--- src/rtl/ps2_pkg.sv ---
// ps2_pkg: definitions shared by the PS/2 host transmit and receive paths.
//   state_t     - host transmit FSM states
//   PARITY_EDGE - falling-edge index after which the parity bit is driven
//   STOP_EDGE   - falling-edge index after which the line is released (stop bit)
//   EDGE_W      - width of the frame edge counter
//   odd_parity  - odd-parity bit for a data byte
package ps2_pkg;

    typedef enum logic [2:0] {
        ST_IDLE,
        ST_INHIBIT,
        ST_REQ,
        ST_DATA,
        ST_ACK,
        ST_WAIT_IDLE
    } state_t;

    localparam int PARITY_EDGE = 9;
    localparam int STOP_EDGE   = 10;
    localparam int EDGE_W      = $clog2(STOP_EDGE) + 1;

    // Parity bit that makes the total number of ones in data+parity odd.
    function automatic logic odd_parity(input logic [7:0] data);
        return ~^data;
    endfunction

endpackage

--- src/rtl/ps2_sync.sv ---
// ps2_sync: brings the raw PS/2 clock and data pins into the clk domain and
// flags falling edges of the synchronized PS/2 clock.
//   clk       in  system clock
//   reset     in  synchronous, active-low reset
//   clk_pin   in  raw asynchronous PS/2 clock pin
//   data_pin  in  raw asynchronous PS/2 data pin
//   clk_sync  out synchronized PS/2 clock level
//   data_sync out synchronized PS/2 data level
//   clk_fe    out one-cycle flag: synchronized PS/2 clock went 1 -> 0
module ps2_sync (
    input  logic clk,
    input  logic reset,
    input  logic clk_pin,
    input  logic data_pin,
    output logic clk_sync,
    output logic data_sync,
    output logic clk_fe
);

    logic clk_meta;
    logic data_meta;
    logic clk_prev;

    // Registers reset to 1 (the idle level of an open-drain line) so that
    // leaving reset never fabricates a falling edge.
    always_ff @(posedge clk) begin
        if (!reset) begin
            clk_meta  <= 1'b1;
            clk_sync  <= 1'b1;
            clk_prev  <= 1'b1;
            data_meta <= 1'b1;
            data_sync <= 1'b1;
        end else begin
            clk_meta  <= clk_pin;
            clk_sync  <= clk_meta;
            clk_prev  <= clk_sync;
            data_meta <= data_pin;
            data_sync <= data_meta;
        end
    end

    assign clk_fe = clk_prev & ~clk_sync;

endmodule

--- src/rtl/ps2_host_tx.sv ---
// ps2_host_tx: PS/2 host-to-device transmitter. Sends one command byte over
// the open-drain PS/2 clock/data lines: inhibit, request-to-send, 8 data bits
// LSB first, odd parity, stop, then samples the device ack.
// Handshake: a byte is accepted on a cycle where tx_valid & tx_ready are both
// high; tx_ready is high only in IDLE, and tx_valid while busy is dropped.
//   clk          in  system clock
//   reset        in  synchronous, active-low reset
//   tx_data      in  command byte to send
//   tx_valid     in  request to send tx_data
//   tx_ready     out high only in IDLE
//   busy         out high in every state except IDLE
//   done         out one-cycle pulse: frame complete, ack = 0
//   ack_err      out one-cycle pulse: frame complete, ack sampled 1
//   timeout      out one-cycle pulse: frame aborted after TIMEOUT_CYCLES
//   ps2_clk_in   in  raw PS/2 clock pin
//   ps2_data_in  in  raw PS/2 data pin
//   ps2_clk_oe   out 1 = pull PS/2 clock low
//   ps2_data_oe  out 1 = pull PS/2 data low
module ps2_host_tx
    import ps2_pkg::*;
#(
    parameter int INHIBIT_CYCLES = 5000,
    parameter int TIMEOUT_CYCLES = 750000
) (
    input  logic       clk,
    input  logic       reset,
    input  logic [7:0] tx_data,
    input  logic       tx_valid,
    output logic       tx_ready,
    output logic       busy,
    output logic       done,
    output logic       ack_err,
    output logic       timeout,
    input  logic       ps2_clk_in,
    input  logic       ps2_data_in,
    output logic       ps2_clk_oe,
    output logic       ps2_data_oe
);

    localparam int INH_W = $clog2(INHIBIT_CYCLES) + 1;
    localparam int TO_W  = $clog2(TIMEOUT_CYCLES) + 1;

    localparam logic [INH_W-1:0]  INH_LAST   = INH_W'(INHIBIT_CYCLES - 1);
    localparam logic [TO_W-1:0]   TO_LIMIT   = TO_W'(TIMEOUT_CYCLES);
    localparam logic [EDGE_W-1:0] LAST_DATA  = EDGE_W'(8);
    localparam logic [EDGE_W-1:0] PAR_EDGE_V = EDGE_W'(PARITY_EDGE);

    logic clk_sync;
    logic data_sync;
    logic clk_fe;

    ps2_sync u_sync (
        .clk       (clk),
        .reset     (reset),
        .clk_pin   (ps2_clk_in),
        .data_pin  (ps2_data_in),
        .clk_sync  (clk_sync),
        .data_sync (data_sync),
        .clk_fe    (clk_fe)
    );

    state_t            state_q,  state_d;
    logic [INH_W-1:0]  inh_q,    inh_d;
    logic [TO_W-1:0]   to_q,     to_d;
    logic [EDGE_W-1:0] edge_q,   edge_d;
    logic [EDGE_W-1:0] edge_next;
    logic [7:0]        data_q,   data_d;
    logic              par_q,    par_d;
    logic              doe_q,    doe_d;
    logic              in_frame;
    logic              tmo_hit;

    always_ff @(posedge clk) begin
        if (!reset) begin
            state_q <= ST_IDLE;
            inh_q   <= '0;
            to_q    <= '0;
            edge_q  <= '0;
            data_q  <= '0;
            par_q   <= 1'b0;
            doe_q   <= 1'b0;
        end else begin
            state_q <= state_d;
            inh_q   <= inh_d;
            to_q    <= to_d;
            edge_q  <= edge_d;
            data_q  <= data_d;
            par_q   <= par_d;
            doe_q   <= doe_d;
        end
    end

    always_comb begin
        state_d     = state_q;
        inh_d       = inh_q;
        to_d        = to_q;
        edge_d      = edge_q;
        data_d      = data_q;
        par_d       = par_q;
        doe_d       = doe_q;
        tx_ready    = 1'b0;
        busy        = 1'b1;
        done        = 1'b0;
        ack_err     = 1'b0;
        timeout     = 1'b0;
        ps2_clk_oe  = 1'b0;
        ps2_data_oe = 1'b0;
        edge_next   = edge_q + 1'b1;

        in_frame = (state_q == ST_REQ) || (state_q == ST_DATA) || (state_q == ST_ACK);
        tmo_hit  = in_frame && (to_q == TO_LIMIT);

        case (state_q)
            ST_IDLE: begin
                busy     = 1'b0;
                tx_ready = 1'b1;
                doe_d    = 1'b0;
                if (tx_valid) begin
                    data_d  = tx_data;
                    par_d   = odd_parity(tx_data);
                    inh_d   = '0;
                    to_d    = '0;
                    edge_d  = '0;
                    state_d = ST_INHIBIT;
                end
            end

            ST_INHIBIT: begin
                ps2_clk_oe = 1'b1;
                if (inh_q == INH_LAST) begin
                    // Entering REQ: pulling data low here is the start bit.
                    state_d = ST_REQ;
                    to_d    = '0;
                    edge_d  = '0;
                    doe_d   = 1'b1;
                end else begin
                    inh_d = inh_q + 1'b1;
                end
            end

            ST_REQ, ST_DATA: begin
                ps2_data_oe = doe_q;
                if (to_q != TO_LIMIT) begin
                    to_d = to_q + 1'b1;
                end
                if (clk_fe) begin
                    edge_d  = edge_next;
                    state_d = ST_DATA;
                    if (edge_next <= LAST_DATA) begin
                        // Edge k (1..8) puts data bit k-1, i.e. edge_q, on the line.
                        doe_d = ~data_q[edge_q[2:0]];
                    end else if (edge_next == PAR_EDGE_V) begin
                        doe_d = ~par_q;
                    end else begin
                        // STOP_EDGE: release data for the stop bit.
                        doe_d   = 1'b0;
                        state_d = ST_ACK;
                    end
                end
            end

            ST_ACK: begin
                if (to_q != TO_LIMIT) begin
                    to_d = to_q + 1'b1;
                end
                if (clk_fe) begin
                    if (data_sync) begin
                        ack_err = 1'b1;
                    end else begin
                        done = 1'b1;
                    end
                    state_d = ST_WAIT_IDLE;
                end
            end

            ST_WAIT_IDLE: begin
                if (clk_sync && data_sync) begin
                    state_d = ST_IDLE;
                end
            end

            default: begin
                state_d = ST_IDLE;
            end
        endcase

        // Timeout overrides everything in the frame states, including an ack
        // edge landing in the same cycle, so the three pulses stay exclusive.
        if (tmo_hit) begin
            timeout     = 1'b1;
            done        = 1'b0;
            ack_err     = 1'b0;
            ps2_data_oe = 1'b0;
            doe_d       = 1'b0;
            state_d     = ST_IDLE;
        end
    end

endmodule

--- config.mk ---
export PLATFORM = sky130hd
export DESIGN_NAME = ps2_host_tx
export DESIGN_NICKNAME = d
export VERILOG_FILES = /design/src/rtl/ps2_pkg.sv /design/src/rtl/ps2_sync.sv /design/src/rtl/ps2_host_tx.sv
export SDC_FILE = /design/constraint.sdc
export NUM_CORES = 1
export LEC_CHECK = 0
export ABC_CLOCK_PERIOD_IN_PS = 3050
export BUFFER_PORTS_ARGS = -buffer_cell sky130_fd_sc_hd__buf_2
export CAP_MARGIN = 20
export CORE_UTILIZATION = 40
export DETAILED_ROUTE_END_ITERATION = 8
export GPL_TIMING_DRIVEN = 0
export PLACE_DENSITY = 0.67
export SYNTH_ARGS = -nofsm -noshare
export SYNTH_HDL_FRONTEND = slang
export SYNTH_SLANG_ARGS = --single-unit
--- constraint.sdc ---
create_clock -name clk -period 3.05 [get_ports clk]
set_clock_uncertainty 0.05 [all_clocks]
set_input_delay 0.61 -clock clk [delete_from_list [all_inputs] [get_ports clk]]
set_output_delay 0.61 -clock clk [all_outputs]
set_load 0.005 [all_outputs]
Yosys cells after proc, flatten, opt, wreduce, memory -nomap -nowiden
Index checks and enable logic that the tools add are counted.
{"block": "classes", "n_eq_ne": 16, "addsub": 3, "n_reduce_logical": 18, "order_cmp": 2, "bitwise_logic": 5, "muxes": 40}
{"op": "21-bit two-way mux", "n": 3}
{"op": "21-bit one-hot mux with 3 select lines", "n": 1}
{"op": "14-bit two-way mux", "n": 2}
{"op": "14-bit one-hot mux with 2 select lines", "n": 1}
{"op": "21-bit by 1-bit adder with 21-bit output (second input constant)", "n": 1}
{"op": "21-bit by 20-bit equality test with 1-bit output (second input constant)", "n": 1}
{"op": "3-bit two-way mux", "n": 7}
{"op": "21-bit by 20-bit != test with 1-bit output (second input constant)", "n": 1}
{"op": "1-bit two-way mux", "n": 19}
{"op": "5-bit two-way mux", "n": 3}
{"op": "3-bit one-hot mux with 5 select lines", "n": 1}
{"op": "5-bit one-hot mux with 3 select lines", "n": 1}
{"op": "14-bit by 1-bit adder with 14-bit output (second input constant)", "n": 1}
{"op": "14-bit by 13-bit equality test with 1-bit output (second input constant)", "n": 1}
{"op": "2-bit != test (second input constant)", "n": 6}
{"op": "4-bit AND reduction", "n": 2}
{"op": "8-bit XNOR reduction", "n": 1}
{"op": "3-bit by 2-bit equality test with 1-bit output (second input constant)", "n": 2}
{"op": "3-bit equality test (second input constant)", "n": 2}
{"op": "3-bit AND reduction", "n": 2}
{"op": "3-bit nonzero test", "n": 2}
{"op": "5-bit by 1-bit adder with 5-bit output (second input constant)", "n": 1}
{"op": "5-bit by 4-bit equality test with 1-bit output (second input constant)", "n": 1}
{"op": "5-bit by 4-bit <= comparator with 1-bit output (second input constant)", "n": 1}
{"op": "15 further kinds", "n": 21}
{"block": "totals", "regBits": 58, "inputBits": 13, "out_inout_bits": 7, "elab_cells": 96}

Logic depth before layout (Yosys ltp)
Gate-level depths: netlist of run 1.
{"block": "depth", "depth_word": 6, "depth_mapped": 9}

Cells and area by module
A second synthesis of run 1 with hierarchy kept.
{"block": "unflattened", "hier_cells": 387, "area_unflattened_um2": 3236.9}
{"mod": "ps2_host_tx", "area_per_inst_um2": 3099.2, "n_inst": 1, "cells_per_inst": 376}
{"mod": "ps2_sync", "area_per_inst_um2": 137.6, "n_inst": 1, "cells_per_inst": 11}

Worst setup path after synthesis of run 1
Ideal clock, no wire load.
{"block": "synth_timing", "path_type": "register to output", "from": "reg state_q[1]", "to": "out done", "path_buffers": 2, "required_ns": 2.390, "stages_incl_launch_ff": 7, "arrival_ns": 1.793, "slack_ns": 0.597, "cell_sequence": "dfxtp_1 > clkbuf_1 > nor2b_1 > a21oi_1 > nor3_1 > clkbuf_1 > nor4_1"}
{"block": "synth_between", "elab_chain_len": 5}
{"element": "start, declared", "line_no": "ps2_host_tx.sv:62", "source": "state_t state_q, state_d;"}
{"element": "start signal, assigned", "line_no": "ps2_host_tx.sv:83", "source": "state_q <= state_d;"}
{"element": "3-bit by 2-bit equality test with 1-bit output", "line_no": "ps2_host_tx.sv:110", "source": "in_frame = (state_q == ST_REQ) || (state_q == ST_DATA) || (state_q == ST_ACK);"}
{"element": "1-bit logical OR (2 in a row)", "line_no": "ps2_host_tx.sv:110"}
{"element": "1-bit logical AND", "line_no": "ps2_host_tx.sv:111", "source": "tmo_hit = in_frame && (to_q == TO_LIMIT);"}
{"element": "1-bit two-way mux (*)", "line_no": "ps2_host_tx.sv:189", "source": "if (tmo_hit) begin"}
{"element": "end, declared", "line_no": "ps2_host_tx.sv:31", "source": "output logic done,"}
Mark *: on every way between the ends. The rest lies on a longest branch, timed or not.

Final worst setup path of run 1
{"block": "layout_timing", "from": "reg to_q[12]", "to": "out ps2_data_oe"}
{"block": "layout_between", "elab_chain_len": 3}
{"element": "start, declared", "line_no": "ps2_host_tx.sv:64", "source": "logic [TO_W-1:0] to_q, to_d;"}
{"element": "start signal, assigned", "line_no": "ps2_host_tx.sv:85", "source": "to_q <= to_d;"}
{"element": "21-bit by 20-bit equality test with 1-bit output", "line_no": "ps2_host_tx.sv:111"}
{"element": "1-bit logical AND", "line_no": "ps2_host_tx.sv:111"}
{"element": "1-bit two-way mux", "line_no": "ps2_host_tx.sv:189"}
{"element": "end, declared", "line_no": "ps2_host_tx.sv:37", "source": "output logic ps2_data_oe"}
No other way between the ends.

==> impl.org, run 1 <==
** Clock tree
- After clock tree synthesis, the setup repair step added 0 buffers.
- Root cell of the clock tree :: clkbuf_8
- For this design, the CTS-stage hold fixing added 0 buffers.
- Clk pin slew, worst setup/hold paths :: 70 ps
- Maximum buffer depth of the clock tree :: 2
- TritonCTS clock tree :: built
- CTS built an H-tree with a depth of 3.
- Number of buffers created by CTS :: 9
- Clock sinks :: 58
- The clock reaches the later pin of the worst-skew pair after 340 ps.

** Hold path
- Hold crit path type :: reg2reg

** STA
- Setup slack on the critical path of the routed design comes to 178.4 ps.
- The number of pins with negative max-slew slack in the final report came to 0.
- Headroom to the max-slew limit came out at 0.5938.
- Setup violations remaining at the end of the flow were counted as 0.
- The routed design could run at a clock period as short as 2872 ps.
- At the pin with the least slew margin, the transition time is 608.0 ps.
- Share of the cycle needed by the critical path after routing :: 0.9415
- Derived from the worst setup path, the maximum achievable clock frequency is 348.2 MHz.
- Endpoints failing hold :: 0
- Setup repair after global routing missed its margin :: no

** Yosys
- For this run, the number of Yosys warnings is 0.
- Synth unique cells :: 52
- Flip-flop and latch count after synthesis :: 58
- Share of the synthesized area in the top cell type :: 0.3716
- Sequential-to-total area share from yosys stat :: 0.3716
- For this run, the leading register cell type out of synthesis is dfxtp_1.
- The synthesized design spends more area on one cell type than any other, namely dfxtp_1.
- Post-synthesis cell area :: 3124 um2
- In the synthesized netlist the async set-or-reset flop fraction comes to 0.
- Number of enable-type register cells in the synthesized netlist :: 0
- Synthesis produced a netlist whose cell count is 377.
- Dividing the synthesized area by the synthesized cell count gives 8.287 um2.
- By area the synthesized netlist is led by dfxtp_1 37%, nand2_1 5.4%, xnor2_1 5.0%.
- The number of nets in the synthesized netlist is 396.

** Floorplan
- Number of I/O pins :: 20
- Number of core rows :: 31
- For this configuration, the core starts out at a cell density of 0.4217.
- In this run the horizontal extent of the chip is 90.38 um.
- Chip height :: 90.38 um
- The core region is 7408 um2.
- The die covers 8168 um2.

** Worst setup path
- The endpoint identified for the worst register-to-register timing path is to_q[19]$_SDFFE_PN0P_.
- Worst setup startpoint :: to_q[12]$_SDFFE_PN0P_
- The worst register-to-register path begins at inh_q[5]$_SDFFE_PN0P_.
- Register-to-Register Setup Slack :: 540 ps
- The critical path ends at ps2_data_oe.
- Data required time at the worst endpoint :: 2390 ps
- Critical path class :: reg2out
- Endpoint arrival time on the critical path :: 2210 ps
- The number of cells on the worst reg-to-reg path is 6.
- STA classifies the critical path endpoint as an output port.
- CP Max Fanout :: 6
- Crit path launch type :: register

** Placed design
- Number of placed instances with taps included :: 495
- Post-detailed-placement half-perimeter wirelength :: 5127 um
- The congestion estimate from routability-driven global placement came to 0.8199.
- Worst-case setup slack after placement :: -211.5 ps
- Buffers placed on the I/O ports in this run total 19.

** Global route
- Summed over all layers, the global routing overflow is 0.
- Wire length of the first global-routing pass :: 12,370 um
- Entering global routing, the biggest net connects 11 pins.
- Vias in the first global route :: 2,616
- Total global-route track usage :: 0.1898
- The number of antenna violations at the first check in global routing was 0.

** Cells and area
- Final Non-Filler Cells :: 508
- In the final design database the tool counted 424 nets.
- Footprint of the multi-input gates :: 1888 um2
- Counting the fill cells in the layout gives 739.
- Antenna cell count :: 0
- Register area :: 1161 um2
- Relative to the synthesized area, the layout overhead comes to 14.10%.
- Fraction of layout instances using a drive strength above 1 :: 0.1247

** Pwr
- The worst-case IR drop observed on VDD is 0.0002791 V.
- Summed over all cells, the static leakage comes to 1.253 nW.
- The design draws 2.208 mW.
- Dividing total power by cell area gives a power density of 619.5 nW/um2.

** Route
- In this run, the number of DRC markers left after iteration 0 of detailed routing was 143.
- In the final routed layout, each cell accounts on average for 14.31 um.
- First drt pass iteration count :: 4
- Using the TritonRoute via totals, the vias-per-cell ratio works out to 5.484.
- After detailed routing, the number of remaining DRC violations is 0.
- The count of nets left with antenna violations once routing finished came out at 0.
- Detailed Route WL :: 7268 um
- The routed layout has 2,786 vias.

** Run
- Max capacitance violation total :: 0

** Status
- Run status :: completed
synthesized netlist by cell type, drive strengths merged (2+ instances only):
cell type / instances
inv: 10
o311ai: 3
xnor2: 18
nor2b: 5
nand2b: 10
nand4: 10
or3: 5
or4: 7
nor2: 33
clkbuf: 18
or2: 2
buf: 2
and2: 3
nand2: 46
nor4: 7
and4: 6
dfxtp: 58
o21ai: 11
mux2i: 3
or4b: 2
ha: 6
and3: 6
o211a: 2
mux4: 2
nand3: 21
a21boi: 12
o31ai: 8
a211oi: 7
a2111oi: 2
nor3: 4
o211ai: 6
a31oi: 6
a21oi: 16
xor2: 9
critical path, stage by stage (launching register included):
cell and delay [ps]:
dfxtp_1 420, and3_1 250, nand4_1 290, or3_1 550, and3_1 240, buf_2 120
cells by family (layout without fill, tap and decap cells):
logic type,count (synthesis),after routing,synth area share
AO/OA/AOI/OAI,81,81,0.1834
buffers and inverters,30,62,0.03764
XOR/XNOR,27,27,0.07569
AND/OR/NAND/NOR,169,169,0.2799
flip-flops,58,58,0.3716
adder cells (fa/ha/maj),6,6,0.02403
multiplexers,6,6,0.02763
area by class of cell:
type                            instances  share of cell area
Clock inverter                          3             0.01123
Tap cell                               99             0.03475
Sequential cell                        58              0.3257
Timing Repair Buffer                   19             0.02668
Inverter                               10             0.01053
Multi-Input combinational cell        289              0.5297
Clock buffer                           12             0.04072
Buffer                                 18             0.02071
how the worst min path moves through the flow:
stage	slack (ps)	from	to	depth (start not counted)
after floorplan	340	u_sync.clk_meta$_SDFF_PN1_	u_sync.clk_sync$_SDFF_PN1_	1
after CTS	370	u_sync.data_meta$_SDFF_PN1_	u_sync.data_sync$_SDFF_PN1_	1
after detailed placement	350	u_sync.data_meta$_SDFF_PN1_	u_sync.data_sync$_SDFF_PN1_	1
after global placement	350	u_sync.clk_meta$_SDFF_PN1_	u_sync.clk_sync$_SDFF_PN1_	1
final	370	u_sync.data_meta$_SDFF_PN1_	u_sync.data_sync$_SDFF_PN1_	1
after global routing	390	ps2_clk_in	u_sync.clk_meta$_SDFF_PN1_	2
power by group:
| part | total, mW | switching (mW) | internal [mW] | leakage, nW |
|---|---|---|---|---|
| clock network | 0.693 | 0.301 | 0.393 | 0.0962 |
| registers | 0.857 | 0.0467 | 0.811 | 0.470 |
| logic | 0.658 | 0.437 | 0.221 | 0.687 |
| total | 2.21 | 0.784 | 1.42 | 1.25 |
sequential cells by signal, summed over array words and instances (netlist names):
name,count
doe_q,1
par_q,1
to_q,21
u_sync.data_meta,1
u_sync.clk_prev,1
edge_q,5
u_sync.clk_sync,1
data_q,8
state_q,3
u_sync.data_sync,1
inh_q,14
u_sync.clk_meta,1
metal layers:
layer / share of wire / track usage / vias up
met2: 0.44 / 0.2863 / 61
met1: 0.49 / 0.2496 / 1289
li1: - / - / 1424
met5: 0 / 0 / -
met3: 0.047 / 0.06061 / 12
met4: 0.019 / 0.07796 / 0
cell usage in the layout, fill, tap and decap left out, drive strengths merged, types with 6 or more instances in the layout:
| cell type | instances |
|---|---|
| nand2 | 46 |
| o21ai | 11 |
| a31oi | 6 |
| or4 | 7 |
| nand3 | 21 |
| inv | 10 |
| nor2 | 33 |
| nand4 | 10 |
| clkbuf | 28 |
| o31ai | 8 |
| a211oi | 7 |
| dfxtp | 58 |
| o211ai | 6 |
| and3 | 6 |
| buf | 21 |
| xor2 | 9 |
| ha | 6 |
| and4 | 6 |
| nand2b | 10 |
| xnor2 | 18 |
| a21boi | 12 |
| nor4 | 7 |
| a21oi | 16 |
repair_timing:
| item | 4_1_cts | 5_1_grt |
|---|---|---|
| resized for setup | 5 | 4 |
| setup endpoints to repair | 3 | 3 |
| pin swaps | 0 | 1 |
metrics by stage:
| stage | hold WS [ps] | instance area [um2] | util | TNS, ps |
|---|---|---|---|---|
| floorplan | 336.3 | 3124 | - | 0 |
| global placement | 346.9 | 3343 | 0.4513 | -233.9 |
| detailed placement | 350.1 | 3343 | 0.4513 | -211.5 |
| CTS | 373.4 | 3547 | 0.4788 | 0 |
| global route | 393.9 | 3565 | 0.4812 | 0 |
| finish | 373.1 | 3565 | 0.4812 | 0 |
Note: power is estimated with default switching activity, not from simulation.
==> inputs of run 2 (changes only) <==
--- a/config.mk
+++ b/config.mk
@@ -11,7 +11,9 @@
 export CORE_UTILIZATION = 40
 export DETAILED_ROUTE_END_ITERATION = 8
 export GPL_TIMING_DRIVEN = 0
-export PLACE_DENSITY = 0.67
+export PLACE_DENSITY = 0.66
+export RECOVER_POWER = 25
+export SLEW_MARGIN = 0
 export SYNTH_ARGS = -nofsm -noshare
 export SYNTH_HDL_FRONTEND = slang
 export SYNTH_SLANG_ARGS = --single-unit
==> impl.org, run 2 (synthesis gave the netlist of run 1 again) <==
** Status
- Run status :: completed (unchanged)

** Cells and area
- Fraction of layout instances using a drive strength above 1 :: 0.1217 (was 0.1247)
- Largest registers ranked by flip-flop count: to_q: 21 flops, inh_q: 14 flops, data_q: 8 flops (unchanged).
- Largest register by flop count :: to_q (unchanged)
- The final core utilization is 0.4829 (was 0.4812).
- The flip-flop count of the largest register after layout is 21 (unchanged).
- Final Non-Filler Cells :: 510 (was 508)
- Net count, final :: 425 (was 424)
- Antenna cell count :: 0 (unchanged)
- Area growth from synthesis to final layout :: 14.50% (was 14.10%)
- Highest-count cells in the layout ignoring fill and taps: 58 x dfxtp_1, 45 x nand2_1, 33 x nor2_1, 20 x nand3_1 (was 58 x dfxtp_1, 45 x nand2_1, 33 x nor2_1, 20 x nand3_1, 20 x buf_2).
- Leading cell type in the layout, fill and taps excluded :: dfxtp_1 (unchanged)
- The fill cell total of the finished layout came to 725 (was 739).
- The cell area after layout came to 3577 um2 (was 3565 um2).

** Clock tree
- Number of buffers created by CTS :: 9 (unchanged)
- The post-CTS clock slew at the launch and capture registers of the worst setup and hold paths is 70 ps (about the same).
- Setup repair bufs after CTS :: 0 (unchanged)
- The clock tree from TritonCTS is built (unchanged).
- Insertion delay of the later-clocked pin in the worst-skew pair :: 340 ps (about the same)
- Clock sinks :: 58 (unchanged)
- Maximum buffer depth of the clock tree :: 2 (unchanged)
- The level count of the clock H-tree was 3 (unchanged).
- Number of hold buffers added after CTS :: 0 (unchanged)
- Root cell of the clock tree :: clkbuf_8 (unchanged)

** Route
- Number of remaining DRC errors :: 0 (unchanged)
- The ratio of routed vias to standard cells came to 5.620 (was 5.484).
- The remaining antenna violation count after routing was 0 (unchanged).
- Routed vias :: 2,866 (was 2,786)
- Detail-routed net length per standard cell :: 14.19 um (was 14.31 um)
- The first-pass iteration count of the detailed router is 6 (was 4).
- The aggregate routed wire length came to 7235 um (was 7268 um).
- DRC violation total after the first TritonRoute iteration :: 196 (was 143)

** Worst setup path
- Critical path cell sequence :: and3_1 > nand4_1 > nor3_4 > clkbuf_2 > nor4_2 > buf_2 (was and3_1 > nand4_1 > or3_1 > and3_1 > buf_2)
- The arrival time reported for the critical path endpoint was 2230 ps (was 2210 ps).
- Worst setup EP type :: output port (unchanged)
- Critical path class :: reg2out (unchanged)
- Critical Path Max Stage Delay :: 420 ps (was 550 ps)
- CP Max Fanout :: 10 (was 6)
- The slowest library cell on the worst path was dfxtp_1 (was or3_1).
- The category of the worst setup path launch point is a register (unchanged).
- The data required time at the worst endpoint was 2390 ps (about the same).

** Global route
- The number of antenna violations at the first check in global routing came to 0 (unchanged).
- The most heavily used metal layer in global routing was met2 (unchanged).
- Remaining Overflow, GRT :: 0 (unchanged)
- Wire length of the first global-routing pass :: 12,230 um (was 12,370 um)
- The number of global-route vias before repair is 2,518 (was 2,616).
- The met1 demand-to-capacity share in global routing is 0.2544 (was 0.2496).
- Largest net degree at the start of global routing :: 11 (unchanged)
- GR Layer Usage met2 :: 0.2844 (was 0.2863)
- Met3 track demand over resource :: 0.02862 (was 0.06061)
- The total global-route track usage is 0.1846 (was 0.1898).

** Placed design
- The count of input and output buffers was 19 (unchanged).
- Number of placed instances with taps included :: 495 (unchanged)
- The routability congestion estimate was 0.8138 (was 0.8199).
- Post-detailed-placement half-perimeter wirelength :: 5240 um (was 5127 um)
- The total placed instance area is 3343 um2 (unchanged).
- Worst-case setup slack after placement :: -203.8 ps (was -211.5 ps)

** STA
- Share of the cycle needed by the critical path after routing :: 0.9468 (was 0.9415)
- Setup repair after global routing missed its margin :: no (unchanged)
- Endpoints failing hold :: 0 (unchanged)
- Upper clock frequency limit :: 346.3 MHz (was 348.2 MHz)
- The total setup violations reported at the end of the flow came to 0 (unchanged).
- The worst setup slack after layout was 162.1 ps (was 178.4 ps).
- Actual transition at the worst max-transition pin :: 678.6 ps (was 608.0 ps)
- Worst hold slack :: 357.2 ps (was 373.1 ps)
- The total negative slack was 0 ps (unchanged).
- Number of slew-limit violations in the final report :: 0 (unchanged)
- Minimum period implied by the final worst setup slack :: 2888 ps (was 2872 ps)
- The max-slew headroom at the worst pin was 0.5426 (was 0.5938).

** Floorplan
- The core area came to 7408 um2 (unchanged).
- Chip height :: 90.38 um (unchanged)
- The initial cell density of the core is 0.4217 (unchanged).
- The die outline area was 8168 um2 (unchanged).
- The top-level I/O count came to 20 (unchanged).
- Number of core rows :: 31 (unchanged)
- Chip Width :: 90.38 um (unchanged)

** Pwr
- Maximum resistive drop on vdd :: 0.0003668 V (was 0.0002791 V)
- Static Leakage :: 1.267 nW (was 1.253 nW)
- The power density over cell area came to 643.8 nW/um2 (was 619.5 nW/um2).
- Post-route total power :: 2.303 mW (was 2.208 mW)

** Run
- The max-capacitance violation count is 0 (unchanged).

** Hold path
- The class of the most critical hold timing path is reg2reg (unchanged).
run 2: cell count changes in the layout (fill, tap and decap cells not counted), sizes merged:
cell / previous run / this run
buf: 21 / 19
clkinv: 2 / 4
bufinv: 1 / 2
clkbuf: 28 / 29
run 2: layer usage:
metal	vias to the layer above	part of all wire
met2	79	0.45
met4	0	0.016
met5	-	0
li1	1428	-
met3	13	0.038
met1	1346	0.49
run 2: path summary, 6_finish.rpt:
| kind | cells past startpoint | from | endpoint | slack [ps] |
|---|---|---|---|---|
| hold / removal | 1 | u_sync.data_meta$_SDFF_PN1_ | u_sync.data_sync$_SDFF_PN1_ | 360 |
| hold reg to reg | 1 | u_sync.data_meta$_SDFF_PN1_ | u_sync.data_sync$_SDFF_PN1_ | 360 |
| setup / recovery | 6 | to_q[12]$_SDFFE_PN0P_ | done | 160 |
| setup reg to reg | 6 | inh_q[5]$_SDFFE_PN0P_ | to_q[15]$_SDFFE_PN0P_ | 270 |
run 2: cell type report:
class,instances,area [um2],area share
plain buffers,19,76.32,0.02134
multi-input cells,289,1867,0.5219
clock buffers,10,137.6,0.03847
repair buffers,19,93.84,0.02623
flip-flops and latches,58,1161,0.3246
clock inverters,6,80.08,0.02239
inverters,10,37.54,0.01049
well taps,99,123.9,0.03463
run 2: where the power goes:
part | switching [mW] | leakage, nW | internal, mW | total (mW)
Sequential | 0.0399 | 0.470 | 0.810 | 0.850
Combinational | 0.445 | 0.681 | 0.216 | 0.662
Clock | 0.315 | 0.116 | 0.476 | 0.791
run 2: worst max-delay path, delay by kind of cell (launching register included):
kind / cells / cell delay (ps)
AND/OR/NAND/NOR: 4 / 1010
flip-flops: 1 / 420
buffers and inverters: 2 / 460
run 2: repair_timing:
action                                  4_1_cts  5_1_grt
endpoints found under the setup margin        3        3
cloned                                        0        0
resized for setup                             6        2
hold endpoints to repair                      0        0
==> inputs of run 3 (changes only) <==
--- a/config.mk
+++ b/config.mk
@@ -8,10 +8,12 @@
 export ABC_CLOCK_PERIOD_IN_PS = 3050
 export BUFFER_PORTS_ARGS = -buffer_cell sky130_fd_sc_hd__buf_2
 export CAP_MARGIN = 20
-export CORE_UTILIZATION = 40
+export CELL_PAD_IN_SITES_DETAIL_PLACEMENT = 0
+export CELL_PAD_IN_SITES_GLOBAL_PLACEMENT = 1
+export CORE_UTILIZATION = 35
 export DETAILED_ROUTE_END_ITERATION = 8
 export GPL_TIMING_DRIVEN = 0
-export PLACE_DENSITY = 0.66
+export PLACE_DENSITY = 0.73
 export RECOVER_POWER = 25
 export SLEW_MARGIN = 0
 export SYNTH_ARGS = -nofsm -noshare
==> impl.org, run 3 (synthesis gave the netlist of run 1 again) <==
** Clock tree
- TritonCTS clock tree :: built (unchanged)
- The number of clock sinks came to 58 (unchanged).
- Number of hold buffers added after CTS :: 0 (unchanged)
- Max H-tree Level :: 3 (unchanged)
- Insertion delay of the later-clocked pin in the worst-skew pair :: 340 ps (about the same)
- Maximum buffer depth of the clock tree :: 2 (unchanged)
- The TritonCTS buffer count came to 9 (unchanged).
- The clock root buffer master is clkbuf_8 (unchanged).
- Clk pin slew, worst setup/hold paths :: 60 ps (was 70 ps)

** Route
- Detail-routed net length per standard cell :: 14.39 um (was 14.19 um)
- DRC violation total after the first TritonRoute iteration :: 96 (was 196)
- Final ANT Viol Nets :: 0 (unchanged)
- The ratio of routed vias to standard cells is 5.405 (was 5.620).
- Routed vias :: 2,805 (was 2,866)
- Detailed Route WL :: 7469 um (was 7235 um)
- The first-pass iteration count of the detailed router is 4 (was 6).
- Number of remaining DRC errors :: 0 (unchanged)

** Cells and area
- The antenna diode count is 0 (unchanged).
- The most common library cell in the layout ignoring fill and taps is dfxtp_1 (unchanged).
- The register name with the most flops is to_q (unchanged).
- Highest-count cells in the layout ignoring fill and taps: 58 x dfxtp_1, 45 x nand2_1, 33 x nor2_1, 20 x nand3_1, 19 x clkbuf_1 (was 58 x dfxtp_1, 45 x nand2_1, 33 x nor2_1, 20 x nand3_1).
- The share of post-route cells with drive strength above 1 is 0.1192 (was 0.1217).
- The flip-flop count of the largest register after layout came to 21 (unchanged).
- The post-route non-filler standard cell count came to 519 (was 510).
- Area growth from synthesis to final layout :: 13.94% (was 14.50%)
- Largest registers ranked by flip-flop count: to_q: 21 flops, inh_q: 14 flops, data_q: 8 flops (unchanged).
- The final layout net count is 426 (was 425).

** Floorplan
- Number of I/O pins :: 20 (unchanged)
- Initial Util :: 0.3600 (was 0.4217)
- The die outline area is 9308 um2 (was 8168 um2).
- Chip Width :: 96.48 um (was 90.38 um)
- Number of core rows :: 34 (was 31)
- The die span in y came to 96.48 um (was 90.38 um).
- Core area :: 8678 um2 (was 7408 um2)

** Run
- The max-capacitance violation count is 0 (unchanged).

** STA
- Share of the cycle needed by the critical path after routing :: 0.9371 (was 0.9468)
- The number of pins with negative max-slew slack in the final report came to 0 (unchanged).
- Minimum period implied by the final worst setup slack :: 2858 ps (was 2888 ps)
- The total count of hold-check failures in the final report is 0 (unchanged).
- Actual transition at the worst max-transition pin :: 643.7 ps (was 678.6 ps)
- The max-slew headroom at the worst pin is 0.5700 (was 0.5426).
- The total negative slack was 0 ps (unchanged).
- Smallest setup slack after layout :: 192.0 ps (was 162.1 ps)
- Upper clock frequency limit :: 349.9 MHz (was 346.3 MHz)
- Finish-stage setup viols :: 0 (unchanged)
- Setup repair after global routing missed its margin: no (unchanged).

** Pwr
- Cell Int Power :: 1.362 mW (was 1.503 mW)
- The largest vdd supply drop was 0.0002360 V (was 0.0003668 V).
- The register share of total power came to 0.394 (was 0.369).
- The fraction of power spent switching nets came to 0.3675 (was 0.3475).
- Static Leakage :: 1.251 nW (was 1.267 nW)
- The total power was 2.153 mW (was 2.303 mW).
- Power share of the combinational group :: 0.313 (was 0.287)
- Pwr per Cell Area :: 604.7 nW/um2 (was 643.8 nW/um2)
- The power share of the clock group was 0.293 (was 0.344).
- The power dissipated by switching net loads came to 0.7910 mW (was 0.8003 mW).

** Worst setup path
- The worst reg2reg path endpoint is to_q[19]$_SDFFE_PN0P_ (was to_q[15]$_SDFFE_PN0P_).
- Crit path launch type :: register (unchanged)
- Critical path class :: reg2out (unchanged)
- The cell count of the worst reg-to-reg path came to 6 (unchanged).
- Endpoint arrival time on the critical path :: 2200 ps (was 2230 ps)
- Worst setup EP type :: output port (unchanged)
- The startpoint of the lowest-slack register-to-register path was inh_q[5]$_SDFFE_PN0P_ (unchanged).
- The data required time at the worst endpoint was 2390 ps (about the same).
- Register-to-Register Setup Slack :: 500 ps (was 270 ps)
- CP Max Fanout :: 6 (was 10)

** Global route
- Largest net degree at the start of global routing :: 11 (unchanged)
- Wire length of the first global-routing pass :: 12,570 um (was 12,230 um)
- The number of antenna violations at the first check in global routing is 0 (unchanged).
- Total global-route track usage :: 0.1774 (was 0.1846)
- The total global routing overflow came to 0 (unchanged).
- The number of global-route vias before repair was 2,605 (was 2,518).

** Hold path
- WHS Path Cells :: 1 (unchanged)
- The beginning of the worst hold path was u_sync.data_meta$_SDFF_PN1_ (unchanged).
- The class of the most critical hold timing path is reg2reg (unchanged).
- The hold-critical path endpoint is u_sync.data_sync$_SDFF_PN1_ (unchanged).

** Placed design
- The total half-perimeter wirelength after legalization and detailed placement came to 5333 um (was 5240 um).
- The post-placement cell count was 504 (was 495).
- Final weighted congestion of routability-driven global placement :: 0.7655 (was 0.8138)
- Worst-case setup slack after placement :: -240.6 ps (was -203.8 ps)
- The count of input and output buffers is 19 (unchanged).

** Status
- Run status :: completed (unchanged)
==> run 3: cell count changes in the layout (fill, tap and decap cells not counted) <==
cell,previous run,this run
bufinv_16,2,0
buf_4,1,2
clkbuf_1,18,19
clkbuf_8,10,11
clkinv_2,4,3
o41ai_2,1,0
o41ai_4,0,1
==> run 3: final cells by class <==
| type | instances | area (um2) |
|---|---|---|
| fill | 906 | 5119 |
| multi-input combinational | 289 | 1878 |
| sequential | 58 | 1161 |
| clock buffer | 12 | 155.1 |
| tap | 108 | 135.1 |
| timing repair buffer | 20 | 101.3 |
| buffer | 19 | 76.32 |
| inverter | 10 | 37.54 |
| clock inverter | 3 | 15.01 |
==> run 3: power groups by stage <==
| stage | registers (mW) | logic (mW) | clock network (mW) |
|---|---|---|---|
| 5_1_grt | 0.857 | 0.759 | 0.687 |
| 4_1_cts | 0.836 | 0.681 | 0.649 |
| 2_1_floorplan | 0.845 | 0.479 | 0 |
| 3_5_place_dp | 0.853 | 0.670 | 0 |
| 6_report | 0.848 | 0.674 | 0.631 |
| 3_3_place_gp | 0.852 | 0.668 | 0 |
==> run 3: worst max-delay path by stage <==
stage,startpoint,end,slack (ps),cells after the start
after CTS,state_q[1]$_SDFFE_PP0P_,done,30,7
after global routing,state_q[0]$_SDFFE_PP0P_,done,20,7
after global placement,state_q[1]$_SDFFE_PP0P_,done,-320,7
after detailed placement,state_q[1]$_SDFFE_PP0P_,done,-240,7
final,to_q[12]$_SDFFE_PN0P_,ps2_data_oe,190,5
after floorplan,state_q[1]$_SDFFE_PP0P_,done,600,6
==> run 3: per-stage QoR <==
step	hold WS (ps)	utilization	area, um2
2_1_floorplan	336.3	-	3124
3_3_place_gp	349.6	0.3865	3354
3_5_place_dp	352.5	0.3865	3354
4_1_cts	372.6	0.4083	3543
5_1_grt	383.8	0.4102	3560
6_report	364.3	0.4102	3560
==> run 3: critical path, cell delays in order, from the launching register on <==
cell and delay, ps:
dfxtp_1 410, and3_1 260, nand4_1 280, or3_1 540, and3_1 240, buf_2 130
==> run 3: timing repair <==
item | in CTS | in global routing
pin swaps | 0 | 1
hold endpoints to repair | 0 | 0
endpoints found under the setup margin | 3 | 3
resized for setup | 5 | 3
setup buffers | 0 | 1
==> run 3: layer usage <==
metal,GRT usage,wire (um),vias to the layer above
met5,0,0,-
li1,-,-,1421
met2,0.2752,3401,54
met3,0.04695,321,7
met4,0.05147,94,0
met1,0.2411,3652,1323
